`config.mk`:
```
export PLATFORM = sky130hd
export DESIGN_NAME = pixel_burst_packer_flat
export DESIGN_NICKNAME = d
export VERILOG_FILES = /design/src/rtl/pixel_burst_packer_pkg.sv /design/src/rtl/pixel_burst_packer_if.sv /design/src/rtl/pixel_burst_packer_burst_buffer.sv /design/src/rtl/pixel_burst_packer.sv /design/src/flat_wrapper.sv
export SDC_FILE = /design/constraint.sdc
export NUM_CORES = 1
export LEC_CHECK = 0
export ABC_CLOCK_PERIOD_IN_PS = 7000
export CORE_UTILIZATION = 50
export DETAILED_ROUTE_END_ITERATION = 6
export PLACE_DENSITY = 0.72
export SLEW_MARGIN = 20
export SYNTH_ARGS = -nofsm -noshare
export SYNTH_HDL_FRONTEND = slang
export SYNTH_SLANG_ARGS = --single-unit
export TNS_END_PERCENT = 1
```
`constraint.sdc`:
```
create_clock -name CLK -period 7 [get_ports CLK]
set_clock_uncertainty 0.05 [all_clocks]
set_input_delay 1.4 -clock CLK [delete_from_list [all_inputs] [get_ports CLK]]
set_output_delay 1.4 -clock CLK [all_outputs]
set_load 0.005 [all_outputs]
```
`src/rtl/pixel_burst_packer_pkg.sv`:
```
// Shared types and elaboration-time helpers for the pixel burst packer.
package pixel_burst_packer_pkg;

  typedef enum logic [1:0] {
    StFill,
    StReq,
    StWrite
  } state_e;

  // Number of BurstLength-word bursts needed to store one frame.
  function automatic int unsigned bursts_per_frame(input int unsigned width,
                                                   input int unsigned height,
                                                   input int unsigned burst_len);
    return (width * height) / burst_len;
  endfunction

  // Index width for a range of n values, never narrower than one bit.
  function automatic int unsigned width_of(input int unsigned n);
    return (n > 1) ? $clog2(n) : 1;
  endfunction

endpackage

```
`src/rtl/pixel_burst_packer_if.sv`:
```
// FIFO-side and SDRAM-side signals of the pixel burst packer.
// PIXEL_PACKER_FRAME_SYNC_EN adds the i_frame_sync input.
interface pixel_burst_packer_if #(
  parameter int unsigned PixelBitWidth   = 16,
  parameter int unsigned AddressWidth    = 24,
  parameter int unsigned BurstCountWidth = 16
);
  logic                       i_fifo_empty;
  logic [PixelBitWidth-1:0]   i_fifo_data;
  logic                       o_fifo_rd_en;
  logic                       o_enable;
  logic                       o_rw;
  logic [AddressWidth-1:0]    o_addr;
  logic [PixelBitWidth-1:0]   o_data;
  logic                       i_busy;
  logic                       i_valid_wr;
  logic                       o_frame_done;
  logic [BurstCountWidth-1:0] o_burst_count;
`ifdef PIXEL_PACKER_FRAME_SYNC_EN
  logic                       i_frame_sync;
`endif

  // Packer side.
  modport master (
    input  i_fifo_empty, i_fifo_data, i_busy, i_valid_wr,
`ifdef PIXEL_PACKER_FRAME_SYNC_EN
    input  i_frame_sync,
`endif
    output o_fifo_rd_en, o_enable, o_rw, o_addr, o_data, o_frame_done, o_burst_count
  );

  // FIFO / SDRAM controller side.
  modport slave (
    output i_fifo_empty, i_fifo_data, i_busy, i_valid_wr,
`ifdef PIXEL_PACKER_FRAME_SYNC_EN
    output i_frame_sync,
`endif
    input  o_fifo_rd_en, o_enable, o_rw, o_addr, o_data, o_frame_done, o_burst_count
  );
endinterface

```
`src/rtl/pixel_burst_packer_burst_buffer.sv`:
```
// One burst worth of pixel words, written by index and read combinationally.
module pixel_burst_packer_burst_buffer #(
  parameter int unsigned Depth = 8,
  parameter int unsigned Width = 16,
  parameter int unsigned IdxW  = 3
) (
  input  logic             CLK,
  input  logic             wr_en_i,
  input  logic [IdxW-1:0]  wr_idx_i,
  input  logic [Width-1:0] wr_data_i,
  input  logic [IdxW-1:0]  rd_idx_i,
  output logic [Width-1:0] rd_data_o
);

  logic [Width-1:0] mem_q [Depth];

  // Store a returned FIFO word at the current fill position.
  always_ff @(posedge CLK) begin
    if (wr_en_i) mem_q[wr_idx_i] <= wr_data_i;
  end

  assign rd_data_o = mem_q[rd_idx_i];

endmodule

```
`src/rtl/pixel_burst_packer.sv`:
```
// Pops pixels from the CLK-side FIFO, packs them into BurstLength-word bursts and
// issues one SDRAM write per burst at a frame-linear address.
// PIXEL_PACKER_FRAME_SYNC_EN enables realignment to BaseAddress on i_frame_sync.
module pixel_burst_packer
  import pixel_burst_packer_pkg::*;
#(
  parameter int unsigned PixelBitWidth = 16,
  parameter int unsigned FrameWidth    = 640,
  parameter int unsigned FrameHeight   = 480,
  parameter int unsigned BurstLength   = 8,
  parameter int unsigned AddressWidth  = 24,
  parameter int unsigned BaseAddress   = 0
) (
  input logic                  CLK,
  input logic                  RST,
  pixel_burst_packer_if.master bus
);

  localparam int unsigned BurstsPerFrame = bursts_per_frame(FrameWidth, FrameHeight, BurstLength);
  localparam int unsigned IdxW   = width_of(BurstLength);
  localparam int unsigned CountW = width_of(BurstsPerFrame);

  localparam logic [IdxW:0]         FillFull  = (IdxW + 1)'(BurstLength);
  localparam logic [IdxW:0]         FillLast  = (IdxW + 1)'(BurstLength - 1);
  localparam logic [IdxW-1:0]       LastWord  = IdxW'(BurstLength - 1);
  localparam logic [CountW-1:0]     LastBurst = CountW'(BurstsPerFrame - 1);
  localparam logic [AddressWidth-1:0] BaseAddr  = AddressWidth'(BaseAddress);
  localparam logic [AddressWidth-1:0] BurstStep = AddressWidth'(BurstLength);

  if ((FrameWidth * FrameHeight) % BurstLength != 0) begin : g_bad_frame
    $error("FrameWidth*FrameHeight must be a multiple of BurstLength");
  end
  if (BurstLength < 2 || (BurstLength & (BurstLength - 1)) != 0) begin : g_bad_burst
    $error("BurstLength must be a power of two of at least 2");
  end

  state_e                  state_q, state_d;
  logic [IdxW:0]           fill_q, fill_d;
  logic [IdxW-1:0]         word_q, word_d;
  logic [AddressWidth-1:0] addr_q, addr_d;
  logic [CountW-1:0]       count_q, count_d;
  logic                    done_q, done_d;
  logic                    pending_q, pending_d;
  logic                    rd_en_q, rd_en;
  logic                    buf_wr;
  logic [PixelBitWidth-1:0] buf_rd;
  logic                    frame_sync;

`ifdef PIXEL_PACKER_FRAME_SYNC_EN
  assign frame_sync = bus.i_frame_sync;
`else
  assign frame_sync = 1'b0;
`endif

  pixel_burst_packer_burst_buffer #(
    .Depth (BurstLength),
    .Width (PixelBitWidth),
    .IdxW  (IdxW)
  ) u_buffer (
    .CLK       (CLK),
    .wr_en_i   (buf_wr),
    .wr_idx_i  (fill_q[IdxW-1:0]),
    .wr_data_i (bus.i_fifo_data),
    .rd_idx_i  (word_q),
    .rd_data_o (buf_rd)
  );

  // State and datapath registers.
  always_ff @(posedge CLK) begin
    if (RST) begin
      state_q   <= StFill;
      fill_q    <= '0;
      word_q    <= '0;
      addr_q    <= BaseAddr;
      count_q   <= '0;
      done_q    <= 1'b0;
      pending_q <= 1'b0;
      rd_en_q   <= 1'b0;
    end else begin
      state_q   <= state_d;
      fill_q    <= fill_d;
      word_q    <= word_d;
      addr_q    <= addr_d;
      count_q   <= count_d;
      done_q    <= done_d;
      pending_q <= pending_d;
      rd_en_q   <= rd_en;
    end
  end

  // Next-state logic: fill the buffer, request the bus, stream the burst out.
  always_comb begin
    state_d   = state_q;
    fill_d    = fill_q;
    word_d    = word_q;
    addr_d    = addr_q;
    count_d   = count_q;
    done_d    = 1'b0;
    pending_d = pending_q;
    rd_en     = 1'b0;
    buf_wr    = 1'b0;
    unique case (state_q)
      StFill: begin
        word_d = '0;
        if (frame_sync) begin
          // Drop the partial burst; the read returning this cycle is discarded.
          fill_d    = '0;
          addr_d    = BaseAddr;
          count_d   = '0;
          pending_d = 1'b0;
        end else begin
          // rd_en_q counts the one read whose data has not landed yet.
          rd_en  = !RST && !bus.i_fifo_empty && ((fill_q + (IdxW + 1)'(rd_en_q)) < FillFull);
          buf_wr = rd_en_q;
          if (rd_en_q) begin
            fill_d = fill_q + 1'b1;
            if (fill_q == FillLast) state_d = StReq;
          end
        end
      end
      StReq: begin
        word_d = '0;
        if (frame_sync) pending_d = 1'b1;
        if (!bus.i_busy) state_d = StWrite;
      end
      StWrite: begin
        if (frame_sync) pending_d = 1'b1;
        if (bus.i_valid_wr) begin
          if (word_q == LastWord) begin
            state_d   = StFill;
            fill_d    = '0;
            word_d    = '0;
            pending_d = 1'b0;
            addr_d    = addr_q + BurstStep;
            count_d   = count_q + 1'b1;
            if (count_q == LastBurst) begin
              addr_d  = BaseAddr;
              count_d = '0;
              done_d  = 1'b1;
            end
            if (pending_q || frame_sync) begin
              addr_d  = BaseAddr;
              count_d = '0;
            end
          end else begin
            word_d = word_q + 1'b1;
          end
        end
      end
      default: state_d = StFill;
    endcase
  end

  assign bus.o_fifo_rd_en  = rd_en;
  assign bus.o_enable      = (state_q == StReq);
  assign bus.o_rw          = 1'b0;
  assign bus.o_addr        = addr_q;
  assign bus.o_data        = (state_q == StFill) ? '0 : buf_rd;
  assign bus.o_frame_done  = done_q;
  assign bus.o_burst_count = count_q;

endmodule
```
`src/flat_wrapper.sv`:
```
// flat-port wrapper written by rule: the top's interface ports become plain ports
module pixel_burst_packer_flat import pixel_burst_packer_pkg::*;
#(
  parameter int unsigned PixelBitWidth = 16,
  parameter int unsigned FrameWidth    = 640,
  parameter int unsigned FrameHeight   = 480,
  parameter int unsigned BurstLength   = 8,
  parameter int unsigned AddressWidth  = 24,
  parameter int unsigned BaseAddress   = 0
)
  (CLK, RST, bus_i_fifo_empty, bus_i_fifo_data, bus_i_busy, bus_i_valid_wr, bus_o_fifo_rd_en, bus_o_enable, bus_o_rw, bus_o_addr, bus_o_data, bus_o_frame_done, bus_o_burst_count);
  pixel_burst_packer_if #(.PixelBitWidth(PixelBitWidth), .AddressWidth(AddressWidth)) bus_i ();
  input logic CLK;
  input logic RST;
  input wire logic [$bits(bus_i.i_fifo_empty)-1:0] bus_i_fifo_empty;
  input wire logic [$bits(bus_i.i_fifo_data)-1:0] bus_i_fifo_data;
  input wire logic [$bits(bus_i.i_busy)-1:0] bus_i_busy;
  input wire logic [$bits(bus_i.i_valid_wr)-1:0] bus_i_valid_wr;
  output wire logic [$bits(bus_i.o_fifo_rd_en)-1:0] bus_o_fifo_rd_en;
  output wire logic [$bits(bus_i.o_enable)-1:0] bus_o_enable;
  output wire logic [$bits(bus_i.o_rw)-1:0] bus_o_rw;
  output wire logic [$bits(bus_i.o_addr)-1:0] bus_o_addr;
  output wire logic [$bits(bus_i.o_data)-1:0] bus_o_data;
  output wire logic [$bits(bus_i.o_frame_done)-1:0] bus_o_frame_done;
  output wire logic [$bits(bus_i.o_burst_count)-1:0] bus_o_burst_count;
  assign bus_i.i_fifo_empty = bus_i_fifo_empty;
  assign bus_i.i_fifo_data = bus_i_fifo_data;
  assign bus_i.i_busy = bus_i_busy;
  assign bus_i.i_valid_wr = bus_i_valid_wr;
  assign bus_o_fifo_rd_en = bus_i.o_fifo_rd_en;
  assign bus_o_enable = bus_i.o_enable;
  assign bus_o_rw = bus_i.o_rw;
  assign bus_o_addr = bus_i.o_addr;
  assign bus_o_data = bus_i.o_data;
  assign bus_o_frame_done = bus_i.o_frame_done;
  assign bus_o_burst_count = bus_i.o_burst_count;
  pixel_burst_packer #(.PixelBitWidth(PixelBitWidth), .FrameWidth(FrameWidth), .FrameHeight(FrameHeight), .BurstLength(BurstLength), .AddressWidth(AddressWidth), .BaseAddress(BaseAddress)) u_core (.CLK(CLK), .RST(RST), .bus(bus_i));
endmodule
```
After elaboration in Yosys (flattened, before gate mapping)
Memories as Yosys holds them, arrays and structs flattened. A register that Yosys moved wholly into a read port is not among the register bits. Cells that the tools add are included.

Memories: 1. Output and inout port bits: 60. Bits in writable memories: 128. Word-level logic and storage cells: 63. Bits of input ports: 21. Register bits: 51.

Memories: u_core.u_buffer.mem_q (depth 8, bits a word 16, rd ports 1, clocked after memory_dff 1, write ports 1, RTL line pixel_burst_packer_burst_buffer.sv:15) `logic [Width-1:0] mem_q [Depth];`.

Multiplexer cells: 23. Equality and inequality tests: 10. Magnitude comparators: 1. Reduce and logical (&&, ||, !) cells: 13. Bitwise logic cells: 3. $add $sub $neg: 5.

Operators with widths (number): 16-bit two-way mux (2); 24-bit by 4-bit adder with 24-bit output, second input constant (1); 24-bit two-way mux (1); 16-bit by 1-bit adder with 16-bit output, second input constant (1); 16-bit == test, second input constant (1); 3-bit two-way mux (4); 4-bit two-way mux (3); 2-bit two-way mux (5); 4-bit one-hot mux with 2 select lines (1); 2-bit by 1-bit inequality test with 1-bit output, second input constant (3); 2-bit one-hot mux with 3 select lines (1); 3-bit one-hot mux with 2 select lines (1); 1-bit two-way mux (5); 5-bit AND reduction (1); 4-bit by 1-bit adder with 4-bit output (1); 4-bit by 1-bit adder with 4-bit output, second input constant (1); 4-bit by 3-bit == test with 1-bit output, second input constant (1); 4-bit < comparator, second input constant (1); 2-bit inequality test, second input constant (2); 4-bit AND reduction (1); 2-bit nonzero test (2); 4-bit OR reduction (1); 3-bit by 1-bit adder with 3-bit output, second input constant (1); 3-bit == test, second input constant (1); other kinds (9) (13).

Depth between registers and ports, before layout
Gate-level depths: netlist of the first run.

Word-level depth: 6. Depth in mapped cells: 8. Gate-level depth less buffers: 6.

Modules after synthesis
Synthesis of the first run repeated with hierarchy kept, for this count alone.

Cell total of the unflattened synthesis: 479. Area total of the unflattened synthesis: 7335.8 um2.

Modules (own cells, without submodules): pixel_burst_packer_burst_buffer (times used 1, area each 4973.5 um2, sequential area each 3843.7 um2, cells an instance 198); pixel_burst_packer (times used 1, area each 2362.3 um2, sequential area each 960.9 um2, cells an instance 281).

Worst setup path before layout of the first run
Ideal clock, no wire load.

Kind: input -> output. Start point: input port RST. End point: output port bus_o_fifo_rd_en. Stages: 1. Setup slack: 3.814 ns. Data required time: 5.550 ns. Arrival time: 1.736 ns. Buffers on the path: 0. Cells stage by stage: nor4b_1.

Word-level cells in the longest chain between the ends: 4.

Ends and longest elaborated chain: from (decl) (RTL line flat_wrapper.sv:14) `input logic RST;`; 1-bit logical NOT (RTL line pixel_burst_packer.sv:113) `rd_en = !RST && !bus.i_fifo_empty && ((fill_q + (IdxW + 1)'(rd_en_q)) < FillFull);`; 1-bit logical AND (2 in a row) (RTL line pixel_burst_packer.sv:113); 1-bit two-way mux (RTL line pixel_burst_packer.sv:102) `unique case (state_q)`; to (decl) (RTL line flat_wrapper.sv:19) `output wire logic [$bits(bus_i.o_fifo_rd_en)-1:0] bus_o_fifo_rd_en;`.

Every way passes these cells.

Final worst setup path of the first run
Same ends and word-level chain as after synthesis.

==> results of run 1 <==
-- registers in the layout, indices dropped and copies added, names as in the netlist, named ones only --
name / count
u_core.bus.o_addr: 21
u_core.bus.o_burst_count: 16
u_core.bus.o_frame_done: 1
u_core.fill_q: 4
u_core.rd_en_q: 1
u_core.state_q: 2
u_core.u_buffer.mem_q: 128
u_core.word_q: 3
-- per-layer routing --
metal  vias to the layer above  track usage, %  part of all wire [%]
li1                       2023               -                     -
met1                      2151            24.3                    41
met2                       120            33.6                    53
met3                         8            6.23                   5.3
met4                         0            7.39                  0.76
met5                         -               0                     0
-- worst register-to-register path, stage by stage (launching register included) --
cell and delay [ns]:
dfxtp_1 0.40, nor2_1 0.26, buf_4 0.33, nand2_1 0.11
or2_2 0.35, nor2_1 0.58, buf_4 0.34
-- logic make-up after synthesis --
group | Yosys count | synth area share [%]
AND/OR/NAND/NOR | 148 | 10.9
multiplexers | 50 | 12.4
adder cells (fa/ha/maj) | 5 | 0.861
other | 1 | 0.0516
flip-flops | 179 | 66.9
XOR/XNOR | 20 | 2.41
buffers and inverters | 33 | 2.29
AO/OA/AOI/OAI | 48 | 4.13
-- worst max-delay path by stage --
stage	end	depth (start not counted)
final	bus_o_fifo_rd_en	3
after detailed placement	bus_o_fifo_rd_en	3
after CTS	bus_o_fifo_rd_en	3
after floorplan	bus_o_fifo_rd_en	1
after global placement	bus_o_fifo_rd_en	3
after global routing	bus_o_fifo_rd_en	3
-- layout make-up --
cell class / instances / area (µm²)
inverters: 6 / 22.5
flip-flops and latches: 179 / 4870
clock inverters: 15 / 120
repair buffers: 86 / 836
clock buffers: 17 / 425
well taps: 180 / 225
multi-input cells: 275 / 2270
fillers: 994 / 5280
-- where the power goes --
| group | switching, mW | leakage, nW | internal, mW |
|---|---|---|---|
| Sequential | 0.00347 | 1.57 | 1.14 |
| Clock | 0.404 | 0.270 | 0.462 |
| Combinational | 0.0243 | 0.899 | 0.0189 |
-- placed cells by master (no fill, tap or decap), types with 6 or more instances in the layout --
| master | n |
|---|---|
| edfxtp_1 | 128 |
| clkdlybuf4s50_1 | 76 |
| dfxtp_1 | 49 |
| nor2_1 | 48 |
| mux4_2 | 32 |
| a21oi_1 | 20 |
| nand2_1 | 19 |
| mux2i_1 | 18 |
| clkbuf_16 | 17 |
| nand3_1 | 16 |
| o21ai_0 | 11 |
| or3_1 | 11 |
| xor2_1 | 11 |
| nand4_1 | 10 |
| buf_4 | 10 |
| xnor2_1 | 9 |
| or4_1 | 8 |
| o31ai_1 | 7 |
| inv_1 | 6 |
| inv_6 | 6 |
==> run metrics, run 1 <==
hold depth=2; Post-synth top flop=edfxtp_1; crit-path max cell delay=0.70 ns; GRT overflow=0; Sink Count=179; final worst-path cycle share=between 60 and 70%; cell taking the most area after synthesis=edfxtp_1; pre-CTS setup slack=approximately 2.5 ns; clock latency on the worst-skew pair=between 0.4 and 0.5 ns; pin count of the biggest net entering global routing=34; Final WS setup=2.49 ns; number of global-route vias before repair=4246; fin crit period=4.51 ns; Post-CTS Setup Bufs=0; DRC errors left=0; worst min-delay path category=reg2reg; Max rail drop VDD=0.000237 V; routability congestion estimate=between 0.8 and 0.9; antenna-violating nets left=0; Hold Fails Final Rpt=0; register area share after synthesis=66.9%; register bit total from synthesis=179; Synthesis Warnings=0; DRC marker count from the first detailed-route iteration=376; H-tree depth=4; Initial Util=51.8%; DR vias=4302; synthesized cell area=7270 µm²; Core Area=14000 µm²; Final nets=just under 600; WL/cell=18.2 µm; Area contributors post-synth=edfxtp_1, dfxtp_1, mux4_2, mux2i_1, nor2_1; Syn Area/Cell=between 15 and 20 µm²; CTS-repair resized insts=0; power per cell area=234 nW/µm²; Placement Cell Area=8220 µm²; Slew Limit Fails=0; crit path launch type=primary input; routed wire length=13800 µm; R2R setup slack=approximately 4.3 ns; CTS clk-pin slew, worst paths=0.07 ns; area of the die=15000 µm²; Max Cap Viol=0; Die Width=123 µm; Leak=2.74 nW; Crit-path slowest cell=clkdlybuf4s50_1; RSZ-0062 raised after global routing=false; CP most frequent cell=clkdlybuf4s50_1; first-pass GRT wire length=21700 µm; top-count cell post-synth=edfxtp_1; CP top delay family=buffers and inverters; port bufs=76; post-synth cell types=46; FF-to-FF Start=u_core.state_q[1]$_SDFFE_PP0P_; Non-Filler Instances=~760; status=completed; cell count after placement=726; row cnt=43; share of cells above drive strength 1=14.2%; Tot GR Track Use=between 20 and 25%; # hold bufs at CTS=0; crit path launch=RST; Max Clk Rate=222 MHz; CP required=5.55 ns; 1st-pass router iterations=4; setup TNS=0 ns; via density per instance=between 5 and 6; ys async rst share=0%; CTS tree=done; EDFF count, synth=approximately 130; Slew @ Worst Pin=around 1.0 ns; CTS Buffer Depth=2; WP data arrival=a little over 3 ns; WP buf/inv=2; endpoints failing setup=0; WHS Endpoint=u_core.bus.o_addr[23]$_SDFFE_PP0P_; Slew headroom=33.2%; fin util=62.4%; Final Cell Area=between 8000 and 9000 µm²; Synth top area share=52.9%; Inserted Diodes=0; crit-path cells=clkdlybuf4s50_1 > nor4b_1 > clkdlybuf4s50_1; crit end category=primary output; Post-synth top cells=edfxtp_1, dfxtp_1, nor2_1; Reg2Reg Depth=6; total power=~2.1 mW; worst setup path category=in2out; Hold Startpoint=u_core.bus.o_addr[23]$_SDFFE_PP0P_; Num CTS Buffers=17; Area growth syn-to-layout=20.6%; I/O Pins=81; Final HPWL DP=8700 µm; Cells after Synth=roughly 480; initial antenna violation count=0; Hold Worst Slack=0.443 ns; reg2reg end=u_core.u_buffer.mem_q[2][15]$_DFFE_PP_; CTS Root Cell=clkbuf_16; crit-path max FO=15; die height=123 µm
Note: power is estimated with default switching activity, not from simulation.
==> run 2: changes to the inputs <==
--- a/config.mk
+++ b/config.mk
@@ -5,10 +5,10 @@
 export SDC_FILE = /design/constraint.sdc
 export NUM_CORES = 1
 export LEC_CHECK = 0
-export ABC_CLOCK_PERIOD_IN_PS = 7000
+export ABC_CLOCK_PERIOD_IN_PS = 3900
 export CORE_UTILIZATION = 50
 export DETAILED_ROUTE_END_ITERATION = 6
-export PLACE_DENSITY = 0.72
+export PLACE_DENSITY = 0.75
 export SLEW_MARGIN = 20
 export SYNTH_ARGS = -nofsm -noshare
 export SYNTH_HDL_FRONTEND = slang
==> constraint.sdc (replaced) <==
create_clock -name CLK -period 3.9 [get_ports CLK]
set_clock_uncertainty 0.05 [all_clocks]
set_input_delay 0.78 -clock CLK [delete_from_list [all_inputs] [get_ports CLK]]
set_output_delay 0.78 -clock CLK [all_outputs]
set_load 0.005 [all_outputs]
==> run metrics, run 2 (synthesis gave the netlist of run 1 again) <==
status=completed; fin crit period=~3.3 ns; Non-Filler Instances=763 (+0.66%); Slew Limit Fails=0 (unchanged); Slew @ Worst Pin=0.817 ns (-0.182 ns); CTS-repair resized insts=0 (unchanged); RSZ-0062 raised after global routing=false; crit-path max cell delay=0.60 ns (-0.10 ns); routed wire length=14600 µm (+5.2%); Max Cap Viol=0 (unchanged); worst min-delay path category=reg2reg; I/O Pins=81 (unchanged); Filler Cell Count=979 (-1.5%); CTS Buffer Depth=2 (unchanged); WL/cell=19.1 µm (+4.6%); Max Clk Rate=299 MHz; crit-path max FO=12 (-3); CP top delay family=buffers and inverters; Tot GR Track Use=21.1% (+1.1 points); crit-path cells=buf_4 > mux4_2 > mux2i_1 > nor2_1 > clkdlybuf4s50_1; crit path launch type=register; 1st-pass router iterations=5 (+1); CTS Root Cell=clkbuf_16; setup TNS=0 ns (unchanged); Leak=2.77 nW (+1.3%); Largest Register=u_core.u_buffer.mem_q; Crit-path slowest cell=dfxtp_2; number of global-route vias before repair=4300 (+1.3%); clock latency on the worst-skew pair=0.42 ns (about the same); total power=3.78 mW (+84%); Hold Fails Final Rpt=0 (unchanged); first-pass GRT wire length=23300 µm (+7.4%); Slew headroom=45.4% (+12 points); Post-CTS Setup Bufs=0 (unchanged); Hold Worst Slack=0.433 ns (-0.0101 ns); port bufs=76 (unchanged); Sink Count=179 (unchanged); share of cells above drive strength 1=14.9% (+0.74 points); Final Cell Area=8830 µm² (+0.76%); H-tree depth=4 (unchanged); # hold bufs at CTS=0 (unchanged); endpoints failing setup=0 (unchanged); most frequent cells in the layout=edfxtp_1, clkdlybuf4s50_1, dfxtp_1, nor2_1, mux4_2; Final HPWL DP=8900 µm (+2.2%); antenna-violating nets left=0 (unchanged); WP buf/inv=2 (unchanged); Inserted Diodes=0 (unchanged); via density per instance=5.78 (+1.9%); CTS clk-pin slew, worst paths=0.07 ns (about the same); GRT overflow=0 (unchanged); DR vias=4412 (+2.6%); Final WS setup=0.556 ns (-1.94 ns); Core Area=14000 µm² (unchanged); Die Width=123 µm (unchanged); crit end category=primary output; worst setup path category=reg2out; CTS tree=done; initial antenna violation count=0 (unchanged); Final nets=596 (+0.85%); routability congestion estimate=0.814 (-0.59%); power per cell area=428 nW/µm² (+83%); cell count after placement=731 (+0.69%); die height=123 µm (unchanged); Area growth syn-to-layout=21.5%; Placement Cell Area=8260 µm² (+0.44%); pin count of the biggest net entering global routing=34 (unchanged); row cnt=43 (unchanged); final worst-path cycle share=85.7%; Initial Util=51.8% (unchanged); Num CTS Buffers=17 (unchanged); pre-CTS setup slack=0.702 ns (-1.80 ns); WP data arrival=2.51 ns (-0.55 ns); area of the die=15000 µm² (unchanged); most common cell after layout, fill and taps aside=edfxtp_1; DRC errors left=0 (unchanged); CP required=3.07 ns (-2.48 ns); fin util=62.9% (+0.47 points); DRC marker count from the first detailed-route iteration=400 (+6.4%); Max rail drop VDD=0.000453 V (+91%); max FFs per register=128 (unchanged)
-- run 2: per-layer routing --
layer / track usage, % / up-vias / wire length (µm) / part of all wire, %
met2: 33.2 / 160 / 7180 / 49
li1: - / 2032 / - / -
met4: 7.24 / 0 / 191 / 1.3
met3: 5.30 / 20 / 800 / 5.5
met5: 0 / - / 0 / 0
met1: 28.7 / 2200 / 6390 / 44
-- run 2: cell type report --
type | count | area [µm²] | area share [%]
inverter | 6 | 22.5 | 0.255
clock inverter | 15 | 150 | 1.70
timing repair buffer | 91 | 886 | 10.0
clock buffer | 17 | 425 | 4.82
tap | 180 | 225 | 2.55
multi-input combinational | 275 | 2260 | 25.6
sequential | 179 | 4870 | 55.1
-- run 2: power by group --
part           switching (mW)  internal [mW]
combinational          0.0449         0.0355
sequential            0.00615           2.05
clock                   0.749          0.898
-- run 2: worst paths after layout --
check | from | endpoint | slack [ns] | cells after the start
max | register | bus_o_data[13] | 0.56 | 5
max reg2reg | u_core.word_q[0]$_SDFFE_PP0P_ | u_core.bus.o_addr[13]$_SDFFE_PP0P_ | 1.28 | 6
min reg2reg | u_core.bus.o_addr[23]$_SDFFE_PP0P_ | u_core.bus.o_addr[23]$_SDFFE_PP0P_ | 0.43 | 2
min | u_core.bus.o_addr[23]$_SDFFE_PP0P_ | u_core.bus.o_addr[23]$_SDFFE_PP0P_ | 0.43 | 2
-- run 2: worst min-delay path, cell delays in order (launching register included) --
cell and delay (ns):
dfxtp_1 0.32, o31ai_1 0.06, a21oi_1 0.05
==> run 3: changes to the inputs <==
--- a/config.mk
+++ b/config.mk
@@ -6,9 +6,11 @@
 export NUM_CORES = 1
 export LEC_CHECK = 0
 export ABC_CLOCK_PERIOD_IN_PS = 3900
+export CAP_MARGIN = 15
 export CORE_UTILIZATION = 50
 export DETAILED_ROUTE_END_ITERATION = 6
 export PLACE_DENSITY = 0.75
+export SETUP_SLACK_MARGIN = 0.15
 export SLEW_MARGIN = 20
 export SYNTH_ARGS = -nofsm -noshare
 export SYNTH_HDL_FRONTEND = slang
==> results of run 3 <==
Same layout as run 2: the final DEF is identical, and so are final timing and power.
